[src/rtl/stack_pkg.sv]
// Shared defaults and operation decode for the LIFO stack.
// decode_op folds the push/pop/peek strobes and the flags into one operation code.
package stack_pkg;

   localparam int DEF_DATA_WIDTH  = 4;
   localparam int DEF_STACK_DEPTH = 16;

   localparam logic [2:0] IDLE    = 3'd0;
   localparam logic [2:0] PUSH    = 3'd1;
   localparam logic [2:0] POP     = 3'd2;
   localparam logic [2:0] PEEK    = 3'd3;
   localparam logic [2:0] REPLACE = 3'd4;
   localparam logic [2:0] BYPASS  = 3'd5;

   // Pop outranks peek; an accompanying push turns a pop into a replace or a bypass.
   function automatic logic [2:0] decode_op(input logic push_i, input logic pop_i,
                                            input logic peek_i, input logic empty_i,
                                            input logic full_i);
      logic [2:0] op;
      op = IDLE;
      if (pop_i && push_i)   op = empty_i ? BYPASS : REPLACE;
      else if (pop_i)        op = empty_i ? IDLE : POP;
      else if (push_i)       op = full_i ? IDLE : PUSH;
      else if (peek_i)       op = empty_i ? IDLE : PEEK;
      return op;
   endfunction

endpackage

[src/rtl/stack_ram.sv]
// Stack storage: synchronous write, asynchronous read.
// Contents are not reset; every location is written by a push before it can be read.
module stack_ram #(
   parameter int DATA_WIDTH  = 4,
   parameter int STACK_DEPTH = 16,
   parameter int ADDR_WIDTH  = $clog2(STACK_DEPTH)
) (
   input  logic                  clk,
   input  logic                  we,
   input  logic [ADDR_WIDTH-1:0] waddr,
   input  logic [DATA_WIDTH-1:0] wdata,
   input  logic [ADDR_WIDTH-1:0] raddr,
   output logic [DATA_WIDTH-1:0] rdata
);

   logic [DATA_WIDTH-1:0] mem_q [STACK_DEPTH];

   always_ff @(posedge clk) begin
      if (we) mem_q[waddr] <= wdata;
   end

   assign rdata = mem_q[raddr];

endmodule

[src/rtl/stack_lifo.sv]
// LIFO stack with a registered read port, a one-cycle data_valid pulse and sticky error flags.
// The top word lives at mem[count-1]; a push targets mem[count].
module stack_lifo
   import stack_pkg::*;
#(
   parameter int DATA_WIDTH  = DEF_DATA_WIDTH,
   parameter int STACK_DEPTH = DEF_STACK_DEPTH,
   parameter int ADDR_WIDTH  = $clog2(STACK_DEPTH)
) (
   input  logic                  clk,
   input  logic                  rst_n,
   input  logic                  push,
   input  logic                  pop,
   input  logic                  peek,
   input  logic [DATA_WIDTH-1:0] data_in,
   output logic [DATA_WIDTH-1:0] data_out,
   output logic                  data_valid,
   output logic                  full,
   output logic                  empty,
   output logic [ADDR_WIDTH:0]   count,
   output logic                  overflow,
   output logic                  underflow
);

   localparam logic [ADDR_WIDTH:0] DEPTH_C = (ADDR_WIDTH+1)'(STACK_DEPTH);

   logic [ADDR_WIDTH:0]   count_q, count_d, count_m1;
   logic [DATA_WIDTH-1:0] data_out_q, data_out_d;
   logic                  data_valid_q, data_valid_d;
   logic                  overflow_q, overflow_d;
   logic                  underflow_q, underflow_d;
   logic [2:0]            op;
   logic                  ram_we;
   logic [ADDR_WIDTH-1:0] ram_waddr, top_addr;
   logic [DATA_WIDTH-1:0] ram_rdata;

   assign full     = (count_q == DEPTH_C);
   assign empty    = (count_q == '0);
   assign count_m1 = count_q - 1'b1;
   assign top_addr = count_m1[ADDR_WIDTH-1:0];

   stack_ram #(
      .DATA_WIDTH (DATA_WIDTH),
      .STACK_DEPTH(STACK_DEPTH),
      .ADDR_WIDTH (ADDR_WIDTH)
   ) u_ram (
      .clk  (clk),
      .we   (ram_we),
      .waddr(ram_waddr),
      .wdata(data_in),
      .raddr(top_addr),
      .rdata(ram_rdata)
   );

   always_comb begin
      op           = decode_op(push, pop, peek, empty, full);
      count_d      = count_q;
      data_out_d   = data_out_q;
      data_valid_d = 1'b0;
      overflow_d   = overflow_q;
      underflow_d  = underflow_q;
      ram_we       = 1'b0;
      ram_waddr    = count_q[ADDR_WIDTH-1:0];

      case (op)
         PUSH: begin
            ram_we  = 1'b1;
            count_d = count_q + 1'b1;
         end
         POP: begin
            data_out_d   = ram_rdata;
            data_valid_d = 1'b1;
            count_d      = count_m1;
         end
         PEEK: begin
            data_out_d   = ram_rdata;
            data_valid_d = 1'b1;
         end
         REPLACE: begin
            data_out_d   = ram_rdata;
            data_valid_d = 1'b1;
            ram_we       = 1'b1;
            ram_waddr    = top_addr;
         end
         BYPASS: begin
            data_out_d   = data_in;
            data_valid_d = 1'b1;
         end
         default: ;
      endcase

      // A peek alongside an accepted push still returns the old top.
      if (peek && !pop && !empty) begin
         data_out_d   = ram_rdata;
         data_valid_d = 1'b1;
      end

      if (push && !pop && full)            overflow_d  = 1'b1;
      if ((pop || peek) && empty && !push) underflow_d = 1'b1;

      // Reset cycles must not disturb memory.
      if (!rst_n) ram_we = 1'b0;
   end

   always_ff @(posedge clk) begin
      if (!rst_n) begin
         count_q      <= '0;
         data_out_q   <= '0;
         data_valid_q <= 1'b0;
         overflow_q   <= 1'b0;
         underflow_q  <= 1'b0;
      end else begin
         count_q      <= count_d;
         data_out_q   <= data_out_d;
         data_valid_q <= data_valid_d;
         overflow_q   <= overflow_d;
         underflow_q  <= underflow_d;
      end
   end

   assign count      = count_q;
   assign data_out   = data_out_q;
   assign data_valid = data_valid_q;
   assign overflow   = overflow_q;
   assign underflow  = underflow_q;

endmodule
[config.mk]
export PLATFORM = sky130hd
export DESIGN_NAME = stack_lifo
export DESIGN_NICKNAME = d
export VERILOG_FILES = /design/src/rtl/stack_pkg.sv /design/src/rtl/stack_ram.sv /design/src/rtl/stack_lifo.sv
export SDC_FILE = /design/constraint.sdc
export NUM_CORES = 1
export LEC_CHECK = 0
export BUFFER_PORTS_ARGS = -buffer_cell sky130_fd_sc_hd__clkbuf_2
export CAP_MARGIN = 20
export CORE_AREA = 10 10 119 121
export DETAILED_ROUTE_END_ITERATION = 8
export DIE_AREA = 0 0 129 131
export PLACE_DENSITY = 0.45
export SYNTH_ARGS = -nofsm -noshare
export SYNTH_HDL_FRONTEND = slang
export SYNTH_SLANG_ARGS = --single-unit
[constraint.sdc]
create_clock -name clk -period 2.5 [get_ports clk]
set_input_delay 0 -clock clk [delete_from_list [all_inputs] [get_ports clk]]
set_output_delay 0 -clock clk [all_outputs]
set_load 0.01 [all_outputs]
==> run_results.csv <==
group,metric,value,unit
run_status,status,"finished clean",
worst_setup_path,r2r-end,"data_out[3]",
timing,fin_crit_sh,0.949,
floorplan,dieHeight,131,um
timing,fin_ws,0.127,ns
worst_setup_path,arrival,2.57,ns
cts,cts.reportedPaths.clkPinSlew,0.07,ns
routing,wire_per_inst,18.5,um
cts,cts_sinks,76,
worst_setup_path,worst-setup-path-type,"reg2reg",
cts,insertion_delay,0.33,ns
timing,maxSlewViolCount,0,
logic_synthesis,yosysTopAreaCell,"edfxtp_1",
worst_setup_path,reg2reg_from,"count[0]",
timing,worstMarginPinSlew,0.470,ns
flow_run,maxCapViolCount,0,
finish,n_antenna_cell,0,
finish,final_cells,427,
power_and_ir_drop,p_leak,1.39,nW
min_path,min-delay-start,"push",
routing,route.vias.total,2104,
timing,period_needed,2.37,ns
min_path,hold_end,"underflow",
logic_synthesis,yosysMostFrequentCell,"edfxtp_1",
worst_setup_path,path_max_fanout,7,
logic_synthesis,syn_inst,245,
timing,hold_viol_final,0,
logic_synthesis,synth_cell_types,51,
finish,areaGrowthSynthToFinish,17.8,%
finish,nFillCells,1177,
logic_synthesis,async_flop_share,0,
global_route,grt_overflow_total,0,
power_and_ir_drop,power.share.switching,0.311,
worst_setup_path,rrSetupSlack,0.13,ns
logic_synthesis,yosys_warnings,0,
timing,finClkSkew,0.0120,ns
routing,drt_iter0_markers,129,
placement,dp_hpwl,5670,um
global_route,antenna_found_initial,0,
logic_synthesis,ys.flop_type,"edfxtp_1",
timing,timing.hold.ws,0.0600,ns
placement,io_buffer_count,22,
timing,clock.fmax,421,MHz
floorplan,coreArea,11800,um2
timing,rsz0062_at_grt,"yes",
logic_synthesis,ys_ff_latch,76,
power_and_ir_drop,power_frac_seq,0.381,
global_route,track_usage,0.0977,
power_and_ir_drop,peakVddDrop,0.000313,V
cts,cts_tree,"yes",
cts,cts_hold_buf,0,
global_route,grt_pass1_vias,2106,
min_path,hold_path_depth,3,
cts,cts_htree_levels,3,
worst_setup_path,end_kind,"flip-flop",
floorplan,placementRows,40,
power_and_ir_drop,switchingPower,1.21,mW
routing,routed_wl,7920,um
timing,maxSlewHeadroom,0.686,
cts,clock_path_buffers,2,
logic_synthesis,yosys.area.top_type_share,0.555,
placement,place.gp.congestion,0.760,
floorplan,fp.dieW,129,um
finish,nets,287,
placement,dp_cells,410,
finish,drive_above_1_share,0.257,
routing,avgViaCountPerCell,4.93,
power_and_ir_drop,p_int,2.68,mW
timing,setup_viol,0,
power_and_ir_drop,p_per_area,952,nW/um2
cts,numCtsBuffers,9,
logic_synthesis,yosys-top-cells-area,"edfxtp_1 56%, dfxtp_1 6.9%, mux4_2 6.5%, nor2_1 2.5%, mux2i_1 2.3%",
logic_synthesis,ys_seq_area_frac,0.625,
worst_setup_path,reg2reg_depth,7,
global_route,grt_max_degree,33,
cts,cts-root-buf,"clkbuf_16",
logic_synthesis,synth_edf_count,64,
worst_setup_path,cp-start-kind,"flip-flop",
min_path,hp-class,"in2reg",
logic_synthesis,ys_top_cells_by_count,"64 x edfxtp_1, 23 x nor2_1, 13 x inv_1",
placement,pre_cts_ws,0.112,ns
power_and_ir_drop,pwr-share-comb,0.276,
floorplan,initial_core_util,0.293,
logic_synthesis,syn_area_per_cell,14.1,um2
logic_synthesis,synth_nets,257,
routing,first_pass_iters,4,
routing,drc,0,
logic_synthesis,syn_area,3460,um2
floorplan,io_pins,23,
global_route,grt_first_pass_wirelength,12400,um
power_and_ir_drop,clock_power_share,0.342,
routing,antenna_left,0,
worst_setup_path,worst_ep_required_time,2.69,ns
floorplan,die-area,16900,um2
stage by stage:
| step | TNS (ns) | util | cell area [um2] | total power, mW |
|---|---|---|---|---|
| floorplan | 0 | - | 3460 | 2.25 |
| global placement | 0 | 0.319 | 3760 | 2.58 |
| detailed placement | 0 | 0.319 | 3760 | 2.57 |
| CTS | 0 | 0.344 | 4070 | 3.93 |
| global route | -0.187 | 0.345 | 4080 | 4.08 |
| finish | 0 | 0.345 | 4080 | 3.88 |
sequential cells by signal, summed over array words and instances (netlist names):
register,cells
u_ram.mem_q,64
count,5
data_out,4
data_valid,1
overflow,1
underflow,1
power by group through the flow:
stage | clock network (mW) | registers, mW | logic [mW]
3_5_place_dp | 0 | 1.51 | 1.07
4_1_cts | 1.37 | 1.48 | 1.07
2_1_floorplan | 0 | 1.52 | 0.728
5_1_grt | 1.42 | 1.49 | 1.17
6_report | 1.33 | 1.48 | 1.07
3_3_place_gp | 0 | 1.51 | 1.07
kinds of logic after synthesis:
family / Yosys count / synth area share
mux: 20 / 0.103
buf+inv: 28 / 0.0401
simple gates: 71 / 0.110
xor+xnor: 6 / 0.0206
compound gates: 41 / 0.0900
fa+ha+maj: 3 / 0.0108
flops: 76 / 0.625
critical path, cell delays in order (launching register included):
cell	delay, ns
dfxtp_2	0.33
inv_1	0.15
ha_1	0.29
xor2_4	0.31
mux4_1	0.60
o2111a_1	0.28
nor3_1	0.20
a211oi_1	0.08
layer usage:
| layer | up-vias | routed length [um] | part of all wire | track usage |
|---|---|---|---|---|
| li1 | 1007 | - | - | - |
| met1 | 1044 | 3710 | 0.47 | 0.126 |
| met2 | 44 | 3760 | 0.48 | 0.153 |
| met3 | 9 | 315 | 0.040 | 0.0242 |
| met4 | 0 | 127 | 0.016 | 0.0441 |
| met5 | - | 0 | 0 | 0 |
area by class of cell:
class / instances / area, um2 / area share
Clock buffer: 9 / 225 / 0.0552
Clock inverter: 7 / 80.1 / 0.0196
Tap cell: 147 / 184 / 0.0451
Timing Repair Buffer: 33 / 205 / 0.0503
Sequential cell: 76 / 2160 / 0.531
Inverter: 14 / 57.6 / 0.0141
Multi-Input combinational cell: 141 / 1160 / 0.285
what timing repair did:
item / 4_1_cts / 5_1_grt
gates resized for setup: 0 / 1
buffers inserted: 0 / 1
setup endpoints to repair: 0 / 12
layout by cell type, fill, tap and decap left out, types with 5 or more instances in the layout:
| cell | n |
|---|---|
| mux4_2 | 10 |
| inv_1 | 13 |
| mux2i_1 | 8 |
| nand2_1 | 8 |
| clkbuf_16 | 9 |
| edfxtp_1 | 64 |
| dfxtp_1 | 11 |
| clkbuf_2 | 22 |
| nor3_1 | 9 |
| o22ai_1 | 5 |
| o21ai_0 | 6 |
| nor2_1 | 22 |
| buf_4 | 10 |
| nand3_1 | 11 |
how the worst max path moves through the flow:
stage,startpoint,to,slack [ns],cells after the start
6_report,count[0],data_out[3],0.13,7
3_5_place_dp,count[0],data_out[3],0.11,7
3_3_place_gp,count[0],data_out[3],0.08,7
5_1_grt,count[0],u_ram.mem_q[0][2],-0.02,8
2_1_floorplan,count[0],data_out[2],0.06,9
4_1_cts,count[0],data_out[3],0.11,7
Power figures use the tool's default switching activity.
